**src/rtl/parity_uart_rx.sv**
```systemverilog
// rtl/parity_uart_rx.sv - serial frame receiver with parity/framing check, error count and good-frame led
//
// Frame on the line: start(0), DATA_BITS data bits LSB first, parity bit, stop(1).
// Each completed frame is presented with a one-cycle valid strobe.
//
// Parameters
//   CLKS_PER_BIT  sys_clk cycles per serial bit (>= 4)
//   DATA_BITS     data bits per frame (1..16)
//   ODD_PARITY    0 = even parity, 1 = odd parity
//
// Ports
//   sys_clk     in   single clock, rising edge
//   reset       in   synchronous active-high reset
//   rx          in   asynchronous serial line, idles high
//   data        out  last received word, held until the next valid
//   valid       out  one-cycle strobe marking a completed frame
//   parity_err  out  parity mismatch for the word shown with valid, held
//   frame_err   out  stop bit sampled low for that frame, held
//   busy        out  high whenever the receiver is not idle
//   err_count   out  frames with any error, saturating at 255
//   led         out  toggles on each error-free frame

module parity_uart_rx #(
    parameter int CLKS_PER_BIT = 10,
    parameter int DATA_BITS    = 8,
    parameter int ODD_PARITY   = 0
) (
    input  logic                 sys_clk,
    input  logic                 reset,
    input  logic                 rx,
    output logic [DATA_BITS-1:0] data,
    output logic                 valid,
    output logic                 parity_err,
    output logic                 frame_err,
    output logic                 busy,
    output logic [7:0]           err_count,
    output logic                 led
);

    localparam int CW = $clog2(CLKS_PER_BIT + 1);
    localparam int BW = $clog2(DATA_BITS + 1);

    localparam logic [CW-1:0] CNT_HALF_LAST = CW'(CLKS_PER_BIT / 2 - 1);
    localparam logic [CW-1:0] CNT_BIT_LAST  = CW'(CLKS_PER_BIT - 1);
    localparam logic [BW-1:0] BIT_LAST      = BW'(DATA_BITS - 1);
    localparam logic          PARITY_SENSE  = (ODD_PARITY != 0);

    typedef enum logic [2:0] {
        IDLE,
        START,
        DATA,
        PARITY,
        STOP,
        WAIT_IDLE
    } state_t;

    state_t state;
    state_t state_next;

    // Two-flop synchroniser; both flops idle high so reset never looks like a start edge.
    logic rx_meta;
    logic rx_s;

    logic [CW-1:0]        clk_cnt;
    logic [BW-1:0]        bit_cnt;
    logic [DATA_BITS-1:0] shift_reg;
    logic [DATA_BITS-1:0] shift_next;
    logic                 parity_bit;

    logic bit_tick;
    logic cnt_clear;
    logic shift_en;
    logic parity_en;
    logic frame_done;
    logic parity_bad;
    logic stop_bad;

    always_ff @(posedge sys_clk) begin
        if (reset) begin
            rx_meta <= 1'b1;
            rx_s    <= 1'b1;
        end else begin
            rx_meta <= rx;
            rx_s    <= rx_meta;
        end
    end

    assign bit_tick = (clk_cnt == CNT_BIT_LAST);

    always_ff @(posedge sys_clk) begin
        if (reset) begin
            state <= IDLE;
        end else begin
            state <= state_next;
        end
    end

    always_comb begin
        state_next = state;
        cnt_clear  = 1'b0;
        shift_en   = 1'b0;
        parity_en  = 1'b0;
        frame_done = 1'b0;
        case (state)
            IDLE: begin
                if (!rx_s) begin
                    state_next = START;
                    cnt_clear  = 1'b1;
                end
            end
            START: begin
                // Mid-bit re-check of the start bit rejects short glitches.
                if (clk_cnt == CNT_HALF_LAST) begin
                    cnt_clear  = 1'b1;
                    state_next = rx_s ? IDLE : DATA;
                end
            end
            DATA: begin
                if (bit_tick) begin
                    cnt_clear = 1'b1;
                    shift_en  = 1'b1;
                    if (bit_cnt == BIT_LAST) begin
                        state_next = PARITY;
                    end
                end
            end
            PARITY: begin
                if (bit_tick) begin
                    cnt_clear  = 1'b1;
                    parity_en  = 1'b1;
                    state_next = STOP;
                end
            end
            STOP: begin
                // Leaving at mid-stop-bit lets an immediately following start edge be caught.
                if (bit_tick) begin
                    cnt_clear  = 1'b1;
                    frame_done = 1'b1;
                    state_next = rx_s ? IDLE : WAIT_IDLE;
                end
            end
            WAIT_IDLE: begin
                // A stuck-low line must go high before any new start is accepted.
                if (rx_s) begin
                    state_next = IDLE;
                end
            end
            default: begin
                state_next = IDLE;
            end
        endcase
    end

    // New bit enters at the MSB; after DATA_BITS shifts the first (LSB) bit sits at bit 0.
    always_comb begin
        shift_next                = shift_reg >> 1;
        shift_next[DATA_BITS-1]   = rx_s;
    end

    assign parity_bad = (^{shift_reg, parity_bit}) ^ PARITY_SENSE;
    assign stop_bad   = ~rx_s;

    always_ff @(posedge sys_clk) begin
        if (reset) begin
            clk_cnt <= '0;
            bit_cnt <= '0;
        end else begin
            if (cnt_clear || state == IDLE || state == WAIT_IDLE) begin
                clk_cnt <= '0;
            end else begin
                clk_cnt <= clk_cnt + 1'b1;
            end
            if (state != DATA) begin
                bit_cnt <= '0;
            end else if (shift_en) begin
                bit_cnt <= bit_cnt + 1'b1;
            end
        end
    end

    always_ff @(posedge sys_clk) begin
        if (reset) begin
            shift_reg  <= '0;
            parity_bit <= 1'b0;
        end else begin
            if (shift_en) begin
                shift_reg <= shift_next;
            end
            if (parity_en) begin
                parity_bit <= rx_s;
            end
        end
    end

    always_ff @(posedge sys_clk) begin
        if (reset) begin
            data       <= '0;
            valid      <= 1'b0;
            parity_err <= 1'b0;
            frame_err  <= 1'b0;
            err_count  <= 8'd0;
            led        <= 1'b0;
        end else begin
            valid <= frame_done;
            if (frame_done) begin
                data       <= shift_reg;
                parity_err <= parity_bad;
                frame_err  <= stop_bad;
                if (parity_bad || stop_bad) begin
                    if (err_count != 8'hFF) begin
                        err_count <= err_count + 8'd1;
                    end
                end else begin
                    led <= ~led;
                end
            end
        end
    end

    assign busy = (state != IDLE);

endmodule

```
**config.mk**
```make
export PLATFORM = sky130hd
export DESIGN_NAME = parity_uart_rx
export DESIGN_NICKNAME = d
export VERILOG_FILES = /design/src/rtl/parity_uart_rx.sv
export SDC_FILE = /design/constraint.sdc
export NUM_CORES = 1
export LEC_CHECK = 0
export CAP_MARGIN = 5
export CORE_ASPECT_RATIO = 2
export CORE_MARGIN = 5
export CORE_UTILIZATION = 50
export DETAILED_ROUTE_END_ITERATION = 8
export DONT_BUFFER_PORTS = 1
export GPL_TIMING_DRIVEN = 1
export PLACE_DENSITY_LB_ADDON = 0.3
export SYNTH_ARGS = -nofsm -noshare
export SYNTH_HDL_FRONTEND = slang
export SYNTH_SLANG_ARGS = --single-unit
```
**constraint.sdc**
```tcl
create_clock -name sys_clk -period 3.8 [get_ports sys_clk]
set_clock_uncertainty 0.2 [all_clocks]
set_input_delay 0.76 -clock sys_clk [delete_from_list [all_inputs] [get_ports sys_clk]]
set_output_delay 0.76 -clock sys_clk [all_outputs]
set_load 0.02 [all_outputs]
```
==> impl_metrics.py, run 1 <==
metrics = {
    "finish": {
        "stdcell_area_mm2": 0.00201,
        "nFillCells": 388,
        "antenna_cells": 0,
        "regArea_um2": 841,
        "syn_to_final_growth_pct": 6.72,
        "fin_nets": 219,
        "finish.utilization_pct": 55.0,
        "layout-drive-gt1-share_pct": 6.60,
        "multi_input_area_um2": 965,
    },
    "yosys": {
        "syn_inst": 215,
        "netlist_area_mm2": 0.00188,
        "avgSynthCellArea_um2": 8.75,
        "synth-seq-cells": 42,
        "ys_warn_count": 0,
        "yosys.cell_types.count": 37,
        "syn-num-nets": 223,
        "ys_seq_area_share_pct": 44.7,
    },
    "clocking": {
        "cts_setup_buffers": 0,
        "clock_latency_ps": 290,
        "cts-resized-gates": 0,
        "cts_root_buf": "clkbuf_8",
        "cts_tree": "yes",
        "ctsHoldBuffers": 0,
        "cts_buffers": 5,
        "clk_pin_slew_ps": 70,
        "cts_sinks": 42,
        "cts_max_level": 2,
        "clockBufferDepth": 2,
    },
    "worst_setup_path": {
        "cp_max_fo": 12,
        "end_kind": "flop",
        "path_class": "reg2reg",
        "worst_setup_path_start_kind": "flop",
        "cp.required_ps": 3830,
        "critPathArrivalTime_ps": 2490,
        "reg2regPathDepth": 6,
    },
    "run_status": {
        "outcome": "finished clean",
    },
    "place": {
        "port_buffers": 0,
        "placed_area_mm2": 0.00190,
        "routabilityCongestion": 0.828,
        "dp_hpwl_um": 2570,
    },
    "floorplanning": {
        "die_y_um": 96.7,
        "initial_core_util_pct": 51.6,
        "die_w_um": 53.4,
        "dieArea_mm2": 0.00516,
        "num_rows": 31,
        "pin_count": 24,
        "core_area_mm2": 0.00365,
    },
    "pwr": {
        "powerDensity_mw_per_mm2": 393,
        "ir_drop_uv": 218,
        "power.leakage_nw": 0.707,
    },
    "timing": {
        "fin_crit_ps": 2460,
        "max_clock_freq_mhz": 407,
        "slew_headroom_pct": 60.8,
        "final.period_utilization_pct": 64.6,
        "rsz0062_at_grt": "no",
        "setup_violations": 0,
        "slew_violations": 0,
        "tns_ps": 0,
        "hold_viol": 0,
        "tightest_slew_ps": 587,
    },
    "worst_hold_path": {
        "whs_path_depth": 1,
        "min_path_type": "reg2reg",
    },
    "grt": {
        "gr-total-overflow": 0,
        "grt_max_degree": 38,
        "antenna_found_initial": 0,
        "track_usage_pct": 15.3,
        "grt_pass1_vias": 1388,
        "grt_first_pass_wirelength_um": 5990,
    },
    "detailed_routing": {
        "routedWlPerCell_um": 13.5,
        "wl_um": 3530,
        "antenna_left": 0,
        "drc_errors": 0,
        "num_vias": 1451,
        "viasPerCell": 5.56,
        "drt_first_pass_iters": 4,
        "drtIter0Drc": 27,
    },
    "run": {
        "drv_cap": 0,
    },
}
cell usage in the layout, fill, tap and decap left out:
| cell | Yosys | routed |
|---|---|---|
| dfxtp_1 | 42 | 42 |
| nand2_1 | 27 | 27 |
| nor2_1 | 24 | 24 |
| a21oi_1 | 23 | 23 |
| mux2i_1 | 11 | 11 |
| o21ai_0 | 8 | 8 |
| clkbuf_8 | 0 | 8 |
| inv_1 | 6 | 6 |
| or3_1 | 5 | 5 |
| nand3_1 | 5 | 5 |
| xnor2_1 | 5 | 5 |
| nor3_1 | 5 | 5 |
| ha_1 | 5 | 5 |
| xor2_1 | 4 | 4 |
| nand2b_1 | 3 | 3 |
| nor2b_1 | 3 | 3 |
| o31ai_1 | 3 | 3 |
| or4_1 | 3 | 3 |
| and3b_1 | 2 | 2 |
| and3_1 | 2 | 2 |
| nand4_1 | 2 | 2 |
| or2_2 | 2 | 2 |
| xnor3_2 | 1 | 1 |
| xnor3_1 | 1 | 1 |
| and4_1 | 1 | 1 |
| and2_1 | 1 | 1 |
| mux2_4 | 1 | 1 |
| nor3b_1 | 1 | 1 |
| mux2_2 | 1 | 1 |
| a311oi_1 | 1 | 1 |
| a221oi_1 | 1 | 1 |
| nor4bb_1 | 1 | 1 |
| nand3b_1 | 1 | 1 |
| a21o_1 | 1 | 1 |
| and4b_1 | 1 | 1 |
| buf_4 | 0 | 1 |
per-layer routing:
layer	up-vias	routed length [um]	track usage, %
li1	727	-	-
met1	691	1360	14.3
met5	-	0	0
met4	0	95	8.46
met2	24	1940	27.6
met3	9	138	4.31
final timing paths:
path | end | startpoint | slack (ps)
max | err_count[2]$_SDFFE_PP0P_ | clk_cnt[0]$_SDFF_PP0_ | 1340
min | rx_s$_SDFF_PP1_ | rx_meta$_SDFF_PP1_ | 210
max reg2reg | err_count[2]$_SDFFE_PP0P_ | clk_cnt[0]$_SDFF_PP0_ | 1340
min reg2reg | rx_s$_SDFF_PP1_ | rx_meta$_SDFF_PP1_ | 210
cell type report:
class,count,area share (%)
multi-input cells,155,48.1
inverters,6,1.12
well taps,49,3.05
repair buffers,1,0.374
clock buffers,8,5.49
flip-flops and latches,42,41.9
stage by stage:
| step | power (W) | cells | setup slack, ps | hold slack, ps |
|---|---|---|---|---|
| floorplan | 0.000475 | 215 | 1530 | 189 |
| detailed placement | 0.000473 | 253 | 1350 | 198 |
| finish | 0.000789 | 261 | 1340 | 212 |
| CTS | 0.000797 | 261 | 1340 | 216 |
| global placement | 0.000472 | 253 | 1440 | 193 |
| global route | 0.000818 | 261 | 1110 | 234 |
logic make-up after synthesis:
family	after synthesis	synth area share [%]
DFF	42	44.7
muxes	13	7.25
AOI/OAI and AO/OA	37	10.8
buffers and inverters	18	3.99
xor gates and xnor gates	11	6.65
and+or+nand+nor	89	23.3
adders and majority gates	5	3.33
Yosys cell counts, drive strengths merged:
master | number | area share [%]
a21o | 1 | 0.40
a21oi | 23 | 6.1
a221oi | 1 | 0.47
a311oi | 1 | 0.47
and2 | 1 | 0.33
and3 | 2 | 0.67
and3b | 2 | 0.93
and4 | 1 | 0.47
and4b | 1 | 0.53
buf | 2 | 0.80
clkbuf | 10 | 2.0
dfxtp | 42 | 45
ha | 5 | 3.3
inv | 6 | 1.2
mux2 | 2 | 1.4
mux2i | 11 | 5.9
nand2 | 27 | 5.4
nand2b | 3 | 1.0
nand3 | 5 | 1.3
nand3b | 1 | 0.40
nand4 | 2 | 0.67
nor2 | 24 | 4.8
nor2b | 3 | 1.0
nor3 | 5 | 1.3
nor3b | 1 | 0.40
nor4bb | 1 | 0.53
o21ai | 8 | 2.1
o31ai | 3 | 1.2
or2 | 2 | 0.67
or3 | 5 | 1.7
or4 | 3 | 1.2
xnor2 | 5 | 2.3
xnor3 | 2 | 2.5
xor2 | 4 | 1.9
report_power, final:
part | leakage, nW | switching (W) | total (W) | internal, W
logic | 0.311 | 0.00000967 | 0.0000165 | 0.00000682
clock network | 0.0575 | 0.000143 | 0.000327 | 0.000183
registers | 0.339 | 0.00000380 | 0.000446 | 0.000442
total | 0.707 | 0.000157 | 0.000789 | 0.000632
worst max-delay path: stages, from the launching register on:
cell	delay [ps]
dfxtp_1	400
ha_1	190
and3b_1	310
and3_1	480
nand2_1	230
or4_1	440
a21oi_1	140
Note: power is estimated with default switching activity, not from simulation.
==> run 2, diff against run 1 <==
==> constraint.sdc (replaced) <==
create_clock -name sys_clk -period 2.5 [get_ports sys_clk]
set_clock_uncertainty 0.2 [all_clocks]
set_input_delay 0.5 -clock sys_clk [delete_from_list [all_inputs] [get_ports sys_clk]]
set_output_delay 0.5 -clock sys_clk [all_outputs]
set_load 0.02 [all_outputs]
==> impl_metrics.py, run 2 (same netlist as run 1, synthesis figures left out) <==
metrics = {
    "grt": {
        "track_usage_pct": 14.2,
        "grt_max_degree": 38,
        "grt_first_pass_wirelength_um": 5690,
        "grt_pass1_vias": 1339,
        "gr-total-overflow": 0,
        "antenna_found_initial": 0,
    },
    "run_status": {
        "outcome": "finished clean",
    },
    "clocking": {
        "cts_max_level": 2,
        "ctsHoldBuffers": 0,
        "clockBufferDepth": 2,
        "cts_buffers": 5,
        "cts-resized-gates": 0,
        "clock_latency_ps": 290,
        "cts_sinks": 42,
        "clk_pin_slew_ps": 80,
        "cts_setup_buffers": 0,
        "cts_tree": "yes",
        "cts_root_buf": "clkbuf_8",
    },
    "worst_setup_path": {
        "worst-path-buf-inv": 0,
        "worst_setup_path_start_kind": "flop",
        "cp_cell_sequence": "xor2_1 -> xnor3_2 -> mux2_4 -> or4_1 -> a21oi_1",
        "r2r_end": "err_count[4]$_SDFFE_PP0P_",
        "critPathArrivalTime_ps": 2380,
        "slowest_stage": "or4_1",
        "crit_path_max_incr_delay_ps": 510,
        "end_kind": "flop",
        "cpLargestDelayFamily": "XOR/XNOR gates",
        "worstReg2RegStart": "shift_reg[3]$_SDFFE_PP0P_",
        "cp.required_ps": 2530,
        "reg2regPathDepth": 5,
        "path_class": "reg2reg",
        "cp_max_fo": 12,
        "regToRegSetupSlack_ps": 150,
        "cp.depth": 5,
    },
    "place": {
        "post-place-ws_ps": 139,
        "routabilityCongestion": 0.792,
        "place_inst": 255,
        "port_buffers": 0,
        "dp_hpwl_um": 2420,
    },
    "floorplanning": {
        "dieArea_mm2": 0.00516,
        "die_w_um": 53.4,
        "die_y_um": 96.7,
        "initial_core_util_pct": 51.6,
        "core_area_mm2": 0.00365,
        "num_rows": 31,
        "pin_count": 24,
    },
    "timing": {
        "whs_ps": 66.1,
        "fin_crit_ps": 2350,
        "slew_violations": 0,
        "tns_ps": 0,
        "rsz0062_at_grt": "no",
        "final.period_utilization_pct": 93.8,
        "max_clock_freq_mhz": 426,
        "tightest_slew_ps": 439,
        "setup_violations": 0,
        "slew_headroom_pct": 69.9,
        "final.setup.worst_slack_ps": 154,
        "hold_viol": 0,
    },
    "pwr": {
        "p_seq_share_pct": 55.3,
        "p_clk_share_pct": 42.7,
        "power.leakage_nw": 0.717,
        "swShare_pct": 20.3,
        "p_total_w": 0.00123,
        "power_frac_comb_pct": 1.9,
        "powerDensity_mw_per_mm2": 606,
        "p_int_w": 0.000976,
        "switchingPower_w": 0.000249,
        "ir_drop_uv": 468,
    },
    "worst_hold_path": {
        "min-delay-start": "reset",
        "hold_end": "err_count[4]$_SDFFE_PP0P_",
        "whs_path_depth": 1,
        "min_path_type": "in2reg",
    },
    "detailed_routing": {
        "antenna_left": 0,
        "routedWlPerCell_um": 12.6,
        "num_vias": 1398,
        "viasPerCell": 5.32,
        "wl_um": 3330,
        "drc_errors": 0,
        "drtIter0Drc": 16,
        "drt_first_pass_iters": 4,
    },
    "finish": {
        "antenna_cells": 0,
        "final_cell_mix": "dfxtp_1, nand2_1, nor2_1",
        "nFillCells": 373,
        "layout-drive-gt1-share_pct": 7.48,
        "final_cells": 263,
        "syn_to_final_growth_pct": 7.45,
        "layout_commonest_cell": "dfxtp_1",
        "fin_nets": 221,
    },
    "run": {
        "drv_cap": 0,
    },
}
[run 2: changes by cell type in the layout (fill, tap and decap cells not counted), sizes merged]
cell / delta
clkbuf: -3
clkinv: +2
bufinv: +1
buf: +2
[run 2: through the flow]
step,cell area (um2),utilization (%)
floorplan,1880,-
global placement,1910,52.4
detailed placement,1910,52.4
CTS,2020,55.4
global route,2020,55.4
finish,2020,55.4
[run 2: area by class of cell]
| cell class | instances | area [um2] | share of cell area (%) |
|---|---|---|---|
| flip-flops and latches | 42 | 841 | 41.6 |
| inverters | 6 | 22.5 | 1.11 |
| repair buffers | 3 | 22.5 | 1.11 |
| well taps | 49 | 61.3 | 3.03 |
| clock buffers | 5 | 68.8 | 3.41 |
| clock inverters | 3 | 40.0 | 1.98 |
| multi-input cells | 155 | 965 | 47.7 |
[run 2: metal layers]
metal  share of wire, %  GRT usage (%)
met3                3.8           4.15
met5                  0              0
met4                1.4           6.10
met1                 40           14.0
met2                 55           25.4
[run 2: worst max-delay path by stage]
stage | slack (ps) | endpoint | from
final | 150 | err_count[4]$_SDFFE_PP0P_ | shift_reg[3]$_SDFFE_PP0P_
after global routing | 40 | err_count[4]$_SDFFE_PP0P_ | shift_reg[2]$_SDFFE_PP0P_
after CTS | 130 | err_count[4]$_SDFFE_PP0P_ | shift_reg[2]$_SDFFE_PP0P_
after detailed placement | 140 | err_count[4]$_SDFFE_PP0P_ | shift_reg[2]$_SDFFE_PP0P_
after global placement | 190 | err_count[4]$_SDFFE_PP0P_ | shift_reg[3]$_SDFFE_PP0P_
after floorplan | 230 | err_count[2]$_SDFFE_PP0P_ | shift_reg[3]$_SDFFE_PP0P_
[run 2: power by group through the flow]
stage | Combinational (W) | Sequential, W | Clock [W]
floorplan | 0.0000316 | 0.000690 | 0
finish | 0.0000238 | 0.000678 | 0.000524
global placement | 0.0000238 | 0.000694 | 0
CTS | 0.0000245 | 0.000678 | 0.000543
detailed placement | 0.0000244 | 0.000694 | 0
global route | 0.0000282 | 0.000679 | 0.000570
